--- src/rtl/dmem_arbiter.sv ---
// Round-robin arbiter sharing the single-port data memory between the CPU and debug ports.
// One access in flight; fixed request-to-ack latency; saturating CPU stall counter.
module dmem_arbiter #(
  parameter int unsigned ADDR_W = 6,
  parameter int unsigned CNT_W  = 16
) (
  input  logic              clk,
  input  logic              reset,
  input  logic              cpu_req,
  input  logic              cpu_we,
  input  logic [31:0]       cpu_addr,
  input  logic [31:0]       cpu_wdata,
  output logic              cpu_ack,
  output logic              cpu_err,
  output logic [31:0]       cpu_rdata,
  input  logic              dbg_req,
  input  logic              dbg_we,
  input  logic [31:0]       dbg_addr,
  input  logic [31:0]       dbg_wdata,
  output logic              dbg_ack,
  output logic              dbg_err,
  output logic [31:0]       dbg_rdata,
  output logic              mem_en,
  output logic              mem_we,
  output logic [ADDR_W-1:0] mem_addr,
  output logic [31:0]       mem_wdata,
  input  logic [31:0]       mem_rdata,
  output logic [CNT_W-1:0]  cpu_stall_cnt
);

  localparam logic [1:0] S_IDLE   = 2'd0;
  localparam logic [1:0] S_ACCESS = 2'd1;
  localparam logic [1:0] S_RESP   = 2'd2;

  localparam logic OWN_CPU = 1'b0;
  localparam logic OWN_DBG = 1'b1;

  logic [1:0]        state, state_d;
  logic              owner, owner_d;
  logic              we_q, we_d;
  logic              mis_q, mis_d;
  logic              last_gnt, last_gnt_d;
  logic              cpu_rd_sel, cpu_rd_sel_d;
  logic              dbg_rd_sel, dbg_rd_sel_d;
  logic              mem_en_d, mem_we_d;
  logic [ADDR_W-1:0] mem_addr_d;
  logic [31:0]       mem_wdata_d;
  logic              cpu_ack_d, cpu_err_d, dbg_ack_d, dbg_err_d;

  // Request selection: debug wins only when alone or when the CPU had the last grant
  logic        grant_dbg;
  logic        sel_we;
  logic [31:0] sel_addr;
  logic [31:0] sel_wdata;
  logic        sel_mis;
  logic        unused_addr_hi;

  assign grant_dbg = dbg_req && (!cpu_req || (last_gnt == OWN_CPU));
  assign sel_we    = grant_dbg ? dbg_we    : cpu_we;
  assign sel_addr  = grant_dbg ? dbg_addr  : cpu_addr;
  assign sel_wdata = grant_dbg ? dbg_wdata : cpu_wdata;
  assign sel_mis   = (sel_addr[1:0] != 2'b00);

  // Address bits above the memory size wrap silently
  assign unused_addr_hi = ^sel_addr[31:ADDR_W+2];

  // Next-state and next-output logic
  always_comb begin
    state_d      = state;
    owner_d      = owner;
    we_d         = we_q;
    mis_d        = mis_q;
    last_gnt_d   = last_gnt;
    mem_en_d     = 1'b0;
    mem_we_d     = 1'b0;
    mem_addr_d   = mem_addr;
    mem_wdata_d  = mem_wdata;
    cpu_ack_d    = 1'b0;
    cpu_err_d    = 1'b0;
    dbg_ack_d    = 1'b0;
    dbg_err_d    = 1'b0;
    cpu_rd_sel_d = 1'b0;
    dbg_rd_sel_d = 1'b0;

    case (state)
      S_IDLE: begin
        if (cpu_req || dbg_req) begin
          owner_d     = grant_dbg ? OWN_DBG : OWN_CPU;
          we_d        = sel_we;
          mis_d       = sel_mis;
          mem_en_d    = !sel_mis;
          mem_we_d    = sel_we && !sel_mis;
          mem_addr_d  = sel_addr[ADDR_W+1:2];
          mem_wdata_d = sel_wdata;
          state_d     = S_ACCESS;
        end
      end
      S_ACCESS: begin
        cpu_ack_d    = (owner == OWN_CPU);
        cpu_err_d    = (owner == OWN_CPU) && mis_q;
        cpu_rd_sel_d = (owner == OWN_CPU) && !we_q && !mis_q;
        dbg_ack_d    = (owner == OWN_DBG);
        dbg_err_d    = (owner == OWN_DBG) && mis_q;
        dbg_rd_sel_d = (owner == OWN_DBG) && !we_q && !mis_q;
        last_gnt_d   = owner;
        state_d      = S_RESP;
      end
      S_RESP: begin
        state_d = S_IDLE;
      end
      default: begin
        state_d = S_IDLE;
      end
    endcase
  end

  // State and registered outputs
  always_ff @(posedge clk) begin
    if (reset) begin
      state      <= S_IDLE;
      owner      <= OWN_CPU;
      we_q       <= 1'b0;
      mis_q      <= 1'b0;
      last_gnt   <= OWN_DBG;
      mem_en     <= 1'b0;
      mem_we     <= 1'b0;
      mem_addr   <= '0;
      mem_wdata  <= '0;
      cpu_ack    <= 1'b0;
      cpu_err    <= 1'b0;
      dbg_ack    <= 1'b0;
      dbg_err    <= 1'b0;
      cpu_rd_sel <= 1'b0;
      dbg_rd_sel <= 1'b0;
    end else begin
      state      <= state_d;
      owner      <= owner_d;
      we_q       <= we_d;
      mis_q      <= mis_d;
      last_gnt   <= last_gnt_d;
      mem_en     <= mem_en_d;
      mem_we     <= mem_we_d;
      mem_addr   <= mem_addr_d;
      mem_wdata  <= mem_wdata_d;
      cpu_ack    <= cpu_ack_d;
      cpu_err    <= cpu_err_d;
      dbg_ack    <= dbg_ack_d;
      dbg_err    <= dbg_err_d;
      cpu_rd_sel <= cpu_rd_sel_d;
      dbg_rd_sel <= dbg_rd_sel_d;
    end
  end

  // Sync-read data arrives in the ack cycle, so it is steered by registered selects
  assign cpu_rdata = cpu_rd_sel ? mem_rdata : 32'd0;
  assign dbg_rdata = dbg_rd_sel ? mem_rdata : 32'd0;

  // Saturating count of cycles the CPU waits
  always_ff @(posedge clk) begin
    if (reset) begin
      cpu_stall_cnt <= '0;
    end else if (cpu_req && !cpu_ack && (cpu_stall_cnt != {CNT_W{1'b1}})) begin
      cpu_stall_cnt <= cpu_stall_cnt + CNT_W'(1);
    end
  end

endmodule
--- config.mk ---
export PLATFORM = sky130hd
export DESIGN_NAME = dmem_arbiter
export DESIGN_NICKNAME = d
export VERILOG_FILES = /design/src/rtl/dmem_arbiter.sv
export SDC_FILE = /design/constraint.sdc
export NUM_CORES = 1
export LEC_CHECK = 0
export ABC_AREA = 1
export BUFFER_PORTS_ARGS = -buffer_cell sky130_fd_sc_hd__buf_4
export CORE_AREA = 2 2 113 115
export DETAILED_ROUTE_END_ITERATION = 8
export DIE_AREA = 0 0 115 117
export PLACE_DENSITY_LB_ADDON = 0.3
export SYNTH_ARGS = -nofsm -noshare
export SYNTH_HDL_FRONTEND = slang
export SYNTH_SLANG_ARGS = --single-unit
--- constraint.sdc ---
create_clock -name clk -period 1.6 [get_ports clk]
set_input_delay 0.32 -clock clk [delete_from_list [all_inputs] [get_ports clk]]
set_output_delay 0.32 -clock clk [all_outputs]
set_load 0.1 [all_outputs]
; Word level (Yosys, flattened, before mapping)
; Index checks and enable logic that the tools add are counted.
[totals]
reg_bits = 68
input_bits = 166
wordCells = 55
[op_classes]
addsub = 1
n_eq_ne = 3
mux = 8
bitwise_logic = 5
reduce_logical = 22
[ops]
columns = op, n
row1 = two-way mux 32 bit, 3
row2 = adder 16 x 1 -> 16 bit (second input constant), 1
row3 = != test 16 bit (second input constant), 1
row4 = logical AND 1 bit, 10
row5 = two-way mux 8 bit, 1
row6 = logical NOT 1 bit, 5
row7 = inverter 1 bit, 5
row8 = case mux 2 bit (2 select lines), 1
row9 = OR reduction 3 bit, 1
row10 = equality test 2 x 1 -> 1 bit (second input constant), 1
row11 = logical NOT 2 bit, 1
row12 = logical OR 1 bit, 2
row13 = two-way mux 1 bit, 2
row14 = two-way mux 2 bit, 1
row15 = != test 2 bit (second input constant), 1
row16 = AND reduction 2 bit, 1
row17 = nonzero test 2 bit, 1
row18 = OR reduction 2 bit, 1

; Logic depth before layout (Yosys ltp)
; Gate-level depths: netlist (run 1).
[depth]
depth_word = 7
depth_mapped = 9
ltp_nobuf = 9

; Least setup slack after synthesis (run 1)
; Ideal clock, no wire load.
[synth_path]
kind = register -> register
from = reg cpu_stall_cnt[0]
to = reg cpu_stall_cnt[8]
setup_ps = 119
t_arrival_ps = 2071
required_ps = 1481
path_slack_ps = -590
stages_incl_launch_ff = 8
path_buffers = 1
period_less_slack_ps = 2190
path_cell_list = dfxtp_1 -> ha_1 -> nand2_2 -> nor2_4 -> nand4_4 -> buf_6 -> a21oi_1 -> nor2_1
[synth_via]
elab_chain_len = 2
[synth_lines]
columns = item, line_no
row1 = start: declaration, 28  ; output logic [CNT_W-1:0] cpu_stall_cnt
row2 = start signal: assignment, 163  ; cpu_stall_cnt <= cpu_stall_cnt + CNT_W'(1);
row3 = branches (longest 2 deep; another with adder 16 x 1 -> 16 bit), --
; Parallel ways; which one is timed is not known.
; A chain may end at the register's enable or synchronous reset.

; Worst setup path after layout (run 1)
[layout_path]
from = reg dbg_rd_sel
to = out dbg_rdata[4]
[layout_via]
elab_chain_len = 1
[layout_lines]
columns = item, line_no
row1 = start: declaration, 44  ; logic dbg_rd_sel, dbg_rd_sel_d;
row2 = start signal: assignment, 150  ; dbg_rd_sel <= dbg_rd_sel_d;
row3 = two-way mux 32 bit, 156  ; assign dbg_rdata = dbg_rd_sel ? mem_rdata : 32'd0;
row4 = end: declaration, 22  ; output logic [31:0] dbg_rdata,
; Every way passes these cells.

==> metrics.txt, run 1 <==
placed instance count=926; number of standard cells in the final layout excluding fillers=between 900 and 1000; number of global-route vias before repair=~3800; RR Endpoint=cpu_stall_cnt[2]; WS Path Type=flop to output port; dpl hpwl=8.447 mm; H-tree lvl count=3; global-route wire length before repair=about 18 mm; Peak VDD IR=approximately 0.79 mV; Post-Syn Instances=approximately 550; Yosys top cell area share=39.01%; Hold Path Depth=3; hold_buf cts=0; count of buffers from port buffering=241; r2r worst-path depth=8; Final ANT Viol Nets=0; Routability Congestion=between 0.8 and 0.9; total die area=about 13000 um2; chip width=between 100 and 150 um; largest net degree at the start of global routing=approximately 40; FILL cells=roughly 1100; Max-cap violations=0; setup violators final=1; Period minus WS final=roughly 1.6 ns; CTS Buf Count=9; Setup crit end kind=output port; Avg Cell Area, Syn=around 6.3 um2; Skew-Pair Late Insertion Delay=roughly 0.33 ns; Worst Slack Setup Final=-0.0007949 ns; synth top area cells=dfxtp_1 39%, nand2_1 20%, inv_1 9.0%; worst-path maximum fanout=16; LEAKAGE=around 2.8 nW; failing checks=negative setup slack; RSZ-0062 raised after global routing=true; Synth Register Bits=68; synth-to-layout area growth=92.29%; yosys warns=0; drt pass-1 iters=4; WHS Endpoint=last_gnt; R2R Path Start=cpu_stall_cnt[0]; setup TNS=-0.0007949 ns; core area=~12000 um2; Mapped Nets=approximately 700; Yosys top cell by area=dfxtp_1; clk buf depth=2; diode count=0; row count=41; fin crit share=100.0%; vias per cell=4.501; # IOs=290; endpoints failing hold=0; slack of the worst reg-to-reg path=roughly 0.19 ns; Layout Skew=0.003624 ns; crit path DAT=~1.3 ns; hold_ws=0.2163 ns; CTS tree=done; area of the mapped netlist=about 3500 um2; DR vias=between 4000 and 5000; initial core utilization=between 20% and 30%; hold_sp=reset; Slew headroom=72.55%; final wirelength=11.93 mm; total setup buffers inserted after CTS=0; gr ovfl total=0; Tot Pwr=roughly 6.0 mW; Worst-path clk slew=approximately 0.06 ns; DR WL/cell=~13 um; # nets final=955; clock sinks=roughly 70; fmax=around 620 MHz; area taken by multi-input logic gates=1688 um2; drt drc=0; Req. time, crit path=approximately 1.3 ns; Worst-Margin Slew=0.4104 ns; final core occ=54.50%; outcome=complete, but fails checks; GRT Util Overall=16.91%; die height=between 100 and 150 um; Seq. cell area=1420 um2; final count of pins violating max slew=0; Pwr Density=894.1 nW/um2; Hold WC Path Type=input port to flop; sequential area share after synthesis=between 30 and 40%; share of layout cells above drive strength 1=between 40% and 50%; Startpoint Class=flop; initial antenna violation count=0; 1st-iter DRT viols=about 170; root buf cell=clkbuf_16; Unique masters post-synth=27
layer usage:
layer / share of wire (%) / GRT usage [%]
met1: 41 / 19.99
met2: 49 / 28.20
met3: 8.4 / 5.870
met4: 1.6 / 6.827
met5: 0 / 0
state kept, by name (all words and copies together), names as in the netlist, 2 cells and up:
name           flops
mem_wdata         32
cpu_stall_cnt     16
mem_addr           6
state              2
Yosys cell counts:
cell type	count
nand4_4	1
ha_1	1
nor2_8	1
xor2_1	1
o21ai_1	18
inv_2	2
or2_2	1
nand4_1	2
nor3_2	1
nor2_1	49
nand3_1	15
a21oi_1	13
buf_2	12
o31ai_1	1
clkbuf_1	15
o21ai_0	27
nor2_4	2
inv_1	84
buf_6	2
nor2_2	1
buf_4	1
dfxtp_1	68
nand2_2	1
nor4_1	2
nor3_1	4
a31oi_1	38
nand2_1	188
report_power, final:
| group | switching, mW | internal, mW |
|---|---|---|
| clock | 0.793 | 1.15 |
| combinational | 1.54 | 0.608 |
| sequential | 0.0862 | 1.82 |
| total | 2.42 | 3.58 |
repair_timing:
action / 4_1_cts / 5_1_grt
setup endpoints to repair: 64 / 61
resized for setup: 92 / 60
cloned: 1 / 0
through the flow:
step | instance area [um2] | worst slack [ns]
after floorplan | 3781 | 0.001131
final | 6710 | -0.0007949
after global placement | 5806 | 0.1456
after detailed placement | 5806 | 0.1301
after global routing | 6710 | -0.03791
after CTS | 6466 | -0.007082
cell usage in the layout, fill, tap and decap left out:
cell type     n
ha_4          1
buf_8        36
dfxtp_4      14
clkinvlp_4   63
nor2_2        1
clkbuf_16    10
or2_2         1
a21oi_1      13
inv_6         2
nand2_1     184
clkinv_2      1
nand2_2       5
nor3_4        1
nor2_4        2
o21ai_0      27
nor2_8        1
nor4_1        2
nor3_1        4
nand3_1      15
inv_2         2
o21ai_1      18
buf_12       26
inv_1        24
buf_16        1
buf_4       184
nor2_1       49
xor2_1        1
a31oi_1      38
nand4_1       2
o31ai_1       1
dfxtp_2       5
nand4_4       1
dfxtp_1      49
buf_6         9
logic make-up after synthesis:
kind of cell | share of synthesized area, %
AND/OR/NAND/NOR | 31.59
buffers and inverters | 13.45
AO/OA/AOI/OAI | 15.35
flip-flops | 39.01
XOR/XNOR | 0.2510
adder cells (fa/ha/maj) | 0.3585
worst max-delay path, stage by stage, from the launching register on:
cell and delay [ns]:
dfxtp_4 0.37, buf_12 0.15, nand2_1 0.12, clkinvlp_4 0.12, buf_12 0.17
final cells by class:
cell class | instances | area share, %
clock buffer | 10 | 3.729
clock inverter | 6 | 0.6713
inverter | 86 | 8.167
multi-input combinational | 367 | 25.15
sequential | 68 | 21.16
tap | 150 | 2.797
timing repair buffer | 256 | 38.32
worst max-delay path by stage:
stage / startpoint / to / slack, ns / cells after the start
2_1_floorplan: cpu_stall_cnt[3] / cpu_stall_cnt[3] / 0.001 / 6
3_3_place_gp: cpu_req / mem_we / 0.15 / 7
6_report: dbg_rd_sel / dbg_rdata[4] / -0.0008 / 4
3_5_place_dp: cpu_req / mem_addr[2] / 0.13 / 6
5_1_grt: dbg_rd_sel / dbg_rdata[4] / -0.04 / 4
4_1_cts: cpu_rd_sel / cpu_rdata[10] / -0.007 / 4
(Power assumes the default switching activity.)
==> run 2, diff against run 1 <==
Settings changed: CORE_AREA 2 2 113 115 to 2 2 112 114, CTS_BUF_LIST set to sky130_fd_sc_hd__clkbuf_2, DIE_AREA 0 0 115 117 to 0 0 114 116.
==> run 2 against run 1 <==
Non-clock buffer count grew 33. Sequential share of layout area shrank 1.9 points. Clock-buffer cell count is the same. Final area grew 10%. Sequential power is essentially flat. Total power shrank 12%. Clock skew grew 0.018 ns. The flow still finishes with violations (negative setup slack). Critical path depth is the same.
==> metrics.txt, run 2 (synthesis gave the netlist of run 1 again) <==
gr ovfl total=0 (unchanged); initial core utilization=29.30% (was 28.34%); drt drc=0 (unchanged); Tot Pwr=5.293 mW (was 6.000 mW); Hold Path Depth=3 (unchanged); synth-to-layout area growth=112.2% (was 92.29%); share of layout cells above drive strength 1=51.94% (was 46.15%); 1st-iter DRT viols=252 (was 167); chip width=114 um (was 115 um); setup violators final=64 (was 1); crit path DAT=1.46 ns (was 1.28 ns); # IOs=290 (unchanged); endpoints failing hold=0 (unchanged); global-route wire length before repair=19.99 mm (was 17.93 mm); placed instance count=924 (was 926); Levels on crit path=4 (unchanged); worst path cell trace=buf_6, nand2_2, clkinvlp_4, buf_12 (was buf_12, nand2_1, clkinvlp_4, buf_12); Layout Skew=0.02159 ns (was 0.003624 ns); RR Endpoint=cpu_stall_cnt[2] (unchanged); Final Cell Area=7405 um2 (was 6710 um2); FILL cells=980 (was 1147); crit path to=cpu_rdata[13] (was dbg_rdata[4]); slack of the worst reg-to-reg path=0.14 ns (was 0.19 ns); Req. time, crit path=1.28 ns (about the same); drt pass-1 iters=4 (unchanged); total die area=13220 um2 (was 13460 um2); highest-count cells in the layout ignoring fill and taps=166 x buf_4, 129 x nand2_1, 70 x buf_12 (was 184 x nand2_1, 184 x buf_4, 63 x clkinvlp_4); Hold WC Path Type=input port to flop (unchanged); most common cell after layout, fill and taps aside=buf_4; final count of pins violating max slew=0 (unchanged); fmax=560.7 MHz (was 624.7 MHz); slowest cell on the critical path=dfxtp_4 (unchanged); worst-path maximum fanout=8 (was 16); die height=116 um (was 117 um); number of standard cells in the final layout excluding fillers=974 (was 943); core area=11910 um2 (was 12310 um2); family with the most delay on the worst path=flip-flops (was buffers and inverters); biggest regs=mem_wdata (32), cpu_stall_cnt (16), mem_addr (6) (unchanged); WP buf/inv=3 (unchanged); Skew-Pair Late Insertion Delay=0.49 ns (was 0.33 ns); GRT Util Overall=18.98% (was 16.91%); initial antenna violation count=1 (was 0); Routability Congestion=0.8396 (was 0.8354); Peak VDD IR=0.6225 mV (was 0.7851 mV); Period minus WS final=1.783 ns (was 1.601 ns); H-tree lvl count=3 (unchanged); clock sinks=68 (unchanged); largest net degree at the start of global routing=40 (was 41); Max-cap violations=0 (unchanged); number of global-route vias before repair=4249 (was 3839); Worst-path clk slew=0.21 ns (was 0.06 ns); outcome=complete, but fails checks (unchanged); Final ANT Viol Nets=0 (unchanged); root buf cell=clkbuf_2 (was clkbuf_16); DR vias=4544 (was 4244); Worst Slack Setup Final=-0.1834 ns (was -0.0007949 ns); Startpoint Class=flop (unchanged); DR WL/cell=14.44 um (was 12.65 um); setup TNS=-9.691 ns (was -0.0007949 ns); Slew headroom=71.29% (was 72.55%); failing checks=negative setup slack (unchanged); total setup buffers inserted after CTS=0 (unchanged); placed inst area=5822 um2 (was 5806 um2); count of buffers from port buffering=241 (unchanged); Setup crit end kind=output port (unchanged); r2r worst-path depth=8 (unchanged); R2R Path Start=cpu_stall_cnt[0] (unchanged); vias per cell=4.665 (was 4.501); Largest stage delay, worst path=0.45 ns (was 0.37 ns); Worst-Margin Slew=0.4293 ns (was 0.4104 ns); CTS tree=done (unchanged); CTS Buf Count=9 (unchanged); RSZ-0062 raised after global routing=true (unchanged); row count=40 (was 41); final wirelength=14.06 mm (was 11.93 mm); dpl hpwl=8.886 mm (was 8.447 mm); max reg flops=32 (unchanged); final core occ=62.16% (was 54.50%); Pwr Density=714.8 nW/um2 (was 894.1 nW/um2); crit path from=cpu_rd_sel (was dbg_rd_sel); WS Path Type=flop to output port (unchanged); Top reg by flops=mem_wdata (unchanged); # nets final=988 (was 955); clk buf depth=2 (unchanged); fin crit share=111.5% (was 100.0%); LEAKAGE=3.111 nW (was 2.849 nW)
## run 2: cell types whose count changed in the layout (fill, tap and decap cells not counted), moves of 3 or more
cell and delta:
nand2_2 +45, buf_4 -18, clkbuf_2 +10, inv_1 -4, dfxtp_4 +3, dfxtp_2 -3
dlygate4sd3_1 +29, buf_12 +44, clkbuf_16 -7, nand2_4 +10, inv_2 +4, buf_8 -35
buf_6 +11, nand2_1 -55
## run 2: layout make-up
| type | instances | area (um2) | area share, % |
|---|---|---|---|
| Clock buffer | 10 | 50.05 | 0.6759 |
| Sequential cell | 68 | 1428 | 19.28 |
| Tap cell | 147 | 183.9 | 2.484 |
| Multi-Input combinational cell | 367 | 1876 | 25.33 |
| Timing Repair Buffer | 289 | 3253 | 43.93 |
| Inverter | 86 | 548.0 | 7.401 |
| Antenna cell | 1 | 2.502 | 0.03380 |
| Clock inverter | 6 | 63.81 | 0.8618 |
## run 2: report_power, final
group          internal (mW)  switching, mW
Combinational          0.717           1.62
Clock                  0.367          0.680
Sequential              1.82         0.0952
Total                   2.90           2.39
## run 2: timing repair
action                                  4_1_cts  5_1_grt
gates resized for setup                     206       86
hold buffers                                 29        0
pin swaps                                     0        8
cloned                                        0        4
endpoints found under the hold margin        18        0
endpoints found under the setup margin       72       80
## run 2: metrics by stage
stage	hold WS, ns	setup WS, ns
after CTS	0.0001942	-0.2447
after global placement	0.4564	0.07353
after floorplan	0.4177	0.001131
after global routing	0.009806	-0.2924
final	0.06668	-0.1834
after detailed placement	0.4585	0.04075
## run 2: worst min path at each step
| stage | from | endpoint | slack, ns |
|---|---|---|---|
| after detailed placement | we_q | cpu_rd_sel | 0.46 |
| after floorplan | we_q | cpu_rd_sel | 0.42 |
| after global placement | last_gnt | last_gnt | 0.46 |
| after global routing | cpu_wdata[21] | mem_wdata[21] | 0.01 |
| after CTS | dbg_wdata[8] | mem_wdata[8] | 0.0002 |
| final | dbg_wdata[29] | mem_wdata[29] | 0.07 |
## run 2: worst min-delay path: stages
cell	delay, ns
buf_4	0.11
nand2_1	0.05
a31oi_1	0.07
## run 2: layer usage
| layer | part of all wire (%) | vias up | GRT usage (%) |
|---|---|---|---|
| li1 | - | 2263 | - |
| met1 | 39 | 2065 | 21.20 |
| met2 | 52 | 194 | 35.00 |
| met3 | 7.2 | 22 | 5.230 |
| met4 | 1.9 | 0 | 6.016 |
| met5 | 0 | - | 0 |
==> run 3, diff against run 2 <==
Settings changed: PLACE_DENSITY_LB_ADDON 0.3 to 0.2, RECOVER_POWER set to 50.
==> run 3 against run 2 <==
The run still ends with negative setup slack left. Via count increased by 6.0%. Wire length is 9.5% higher. Maximum frequency decreased by 3.1%. Final area rose by 9.2%. Clock skew rose by 0.010 ns. Total power grew 3.8%. Clock power about the same. Flip-flop and latch count did not move. Core utilization rose by 5.7 points.
==> metrics.txt, run 3 (synthesis gave the netlist of run 1 again) <==
number of standard cells in the final layout excluding fillers=1025 (was 974); fmax=543.2 MHz (was 560.7 MHz); r2r worst-path depth=8 (unchanged); clock share of power=18.6% (was 19.8%); Slew headroom=73.52% (was 71.29%); most common cell after layout, fill and taps aside=nand2_1 (was buf_4); max reg flops=32 (unchanged); synth-to-layout area growth=131.7% (was 112.2%); WS Path Type=flop to output port (unchanged); Setup WS pre-CTS=0.1803 ns (was 0.04075 ns); Setup crit end kind=output port (unchanged); LEAKAGE=3.313 nW (was 3.111 nW); Worst-Margin Slew=0.3950 ns (was 0.4293 ns); Peak VDD IR=0.6713 mV (was 0.6225 mV); GRT Util Overall=22.24% (was 18.98%); biggest regs=mem_wdata (32), cpu_stall_cnt (16), mem_addr (6) (unchanged); WHS Endpoint=mem_wdata[18] (was mem_wdata[29]); Net Switching=2.433 mW (was 2.393 mW); CTS tree=done (unchanged); RR Endpoint=cpu_stall_cnt[13] (was cpu_stall_cnt[2]); largest net degree at the start of global routing=39 (was 40); slack of the worst reg-to-reg path=0.03 ns (was 0.14 ns); Final ANT Viol Nets=0 (unchanged); final wirelength=15.41 mm (was 14.06 mm); hold_ws=0.07334 ns (was 0.06668 ns); total die area=13220 um2 (unchanged); fin crit share=115.1% (was 111.5%); Max-cap violations=0 (unchanged); DR vias=4817 (was 4544); CTS Buf Count=9 (unchanged); placed instance count=925 (was 924); sequential power share=35.5% (was 36.1%); Top reg by flops=mem_wdata (unchanged); Layout Skew=0.03186 ns (was 0.02159 ns); final count of pins violating max slew=0 (unchanged); chip width=114 um (unchanged); clk buf depth=2 (unchanged); root buf cell=clkbuf_2 (unchanged); DR WL/cell=15.03 um (was 14.44 um); sw frac=44.27% (was 45.21%); vias per cell=4.700 (was 4.665); cell-internal power=3.063 mW (was 2.900 mW); crit path DAT=1.52 ns (was 1.46 ns); 1st-iter DRT viols=238 (was 252); drt pass-1 iters=4 (unchanged); # nets final=1039 (was 988); RSZ-0062 raised after global routing=true (unchanged); Worst-path clk slew=0.18 ns (was 0.21 ns); die height=116 um (unchanged); failing checks=negative setup slack (unchanged); number of global-route vias before repair=4845 (was 4249); endpoints failing hold=0 (unchanged); count of buffers from port buffering=241 (unchanged); H-tree lvl count=3 (unchanged); Hold WC Path Type=input port to flop (unchanged); core area=11910 um2 (unchanged); highest-count cells in the layout ignoring fill and taps=156 x nand2_1, 131 x buf_4, 80 x buf_12 (was 166 x buf_4, 129 x nand2_1, 70 x buf_12); # IOs=290 (unchanged); Period minus WS final=1.841 ns (was 1.783 ns); setup violators final=65 (was 64); Final Cell Area=8087 um2 (was 7405 um2); share of layout cells above drive strength 1=47.43% (was 51.94%); drt drc=0 (unchanged); combinational power share=45.9% (was 44.1%); row count=40 (unchanged); R2R Path Start=cpu_stall_cnt[0] (unchanged); Startpoint Class=flop (unchanged); Pwr Density=679.7 nW/um2 (was 714.8 nW/um2); Routability Congestion=0.8325 (was 0.8396); outcome=complete, but fails checks (unchanged); clock sinks=68 (unchanged); Skew-Pair Late Insertion Delay=0.58 ns (was 0.49 ns); placed inst area=5804 um2 (was 5822 um2); dpl hpwl=9.302 mm (was 8.886 mm); gr ovfl total=0 (unchanged); initial antenna violation count=1 (unchanged); worst-path maximum fanout=16 (was 8); initial core utilization=29.30% (unchanged); hold_sp=cpu_wdata[18] (was dbg_wdata[29]); FILL cells=880 (was 980); Req. time, crit path=1.28 ns (about the same); Worst Slack Setup Final=-0.2411 ns (was -0.1834 ns); global-route wire length before repair=22.87 mm (was 19.99 mm); Hold Path Depth=3 (unchanged)
-- run 3: power groups by stage --
stage	registers, mW	clock network [mW]	logic [mW]
after global routing	1.97	1.14	2.63
after CTS	1.93	1.06	2.41
final	1.95	1.02	2.52
after detailed placement	1.94	0	2.10
after global placement	1.94	0	2.08
after floorplan	2.82	0	0.599
-- run 3: area by class of cell --
cell class / instances / area [um2] / area share (%)
antenna: 1 / 2.502 / 0.03095
clock buffer: 9 / 45.04 / 0.5570
clock inverter: 7 / 67.56 / 0.8355
inverter: 86 / 548.0 / 6.777
multi-input combinational: 367 / 1767 / 21.85
sequential: 68 / 1444 / 17.86
tap: 147 / 183.9 / 2.274
timing repair buffer: 340 / 4029 / 49.82
-- run 3: worst max-delay path by stage --
stage / cells past startpoint / to / startpoint / slack [ns]
5_1_grt: 4 / dbg_rdata[13] / dbg_rd_sel / -0.35
2_1_floorplan: 6 / cpu_stall_cnt[3] / cpu_stall_cnt[3] / 0.001
4_1_cts: 4 / dbg_rdata[16] / dbg_rd_sel / -0.28
6_report: 4 / dbg_rdata[12] / dbg_rd_sel / -0.24
3_5_place_dp: 7 / mem_wdata[3] / cpu_req / 0.18
3_3_place_gp: 8 / cpu_stall_cnt[2] / cpu_stall_cnt[0] / 0.21
-- run 3: metrics by stage --
step,power [mW],utilization (%),TNS [ns]
6_report,5.496,67.89,-13.13
5_1_grt,5.740,67.89,-23.21
4_1_cts,5.398,65.53,-15.80
3_5_place_dp,4.038,48.73,0
3_3_place_gp,4.018,48.73,0
2_1_floorplan,3.423,-,0
-- run 3: metal layers --
metal	track usage (%)	routed length [um]	vias to the layer above	part of all wire (%)
li1	-	-	2366	-
met1	22.91	5513	2178	36
met2	40.16	8156	222	53
met3	7.793	1130	51	7.3
met4	11.14	605	0	3.9
met5	0	0	-	0
-- run 3: repair_timing --
| item | in CTS | in global routing |
|---|---|---|
| setup buffers | 0 | 4 |
| hold buffers | 78 | 0 |
| endpoints found under the setup margin | 106 | 119 |
| hold endpoints to repair | 41 | 0 |
| cloned | 1 | 0 |
| pin swaps | 0 | 0 |
| resized for setup | 282 | 85 |
-- run 3: critical path: stages, from the launching register on --
cell,delay [ns]
dfxtp_4,0.40
buf_16,0.17
nand2_2,0.08
clkinvlp_4,0.12
buf_12,0.19
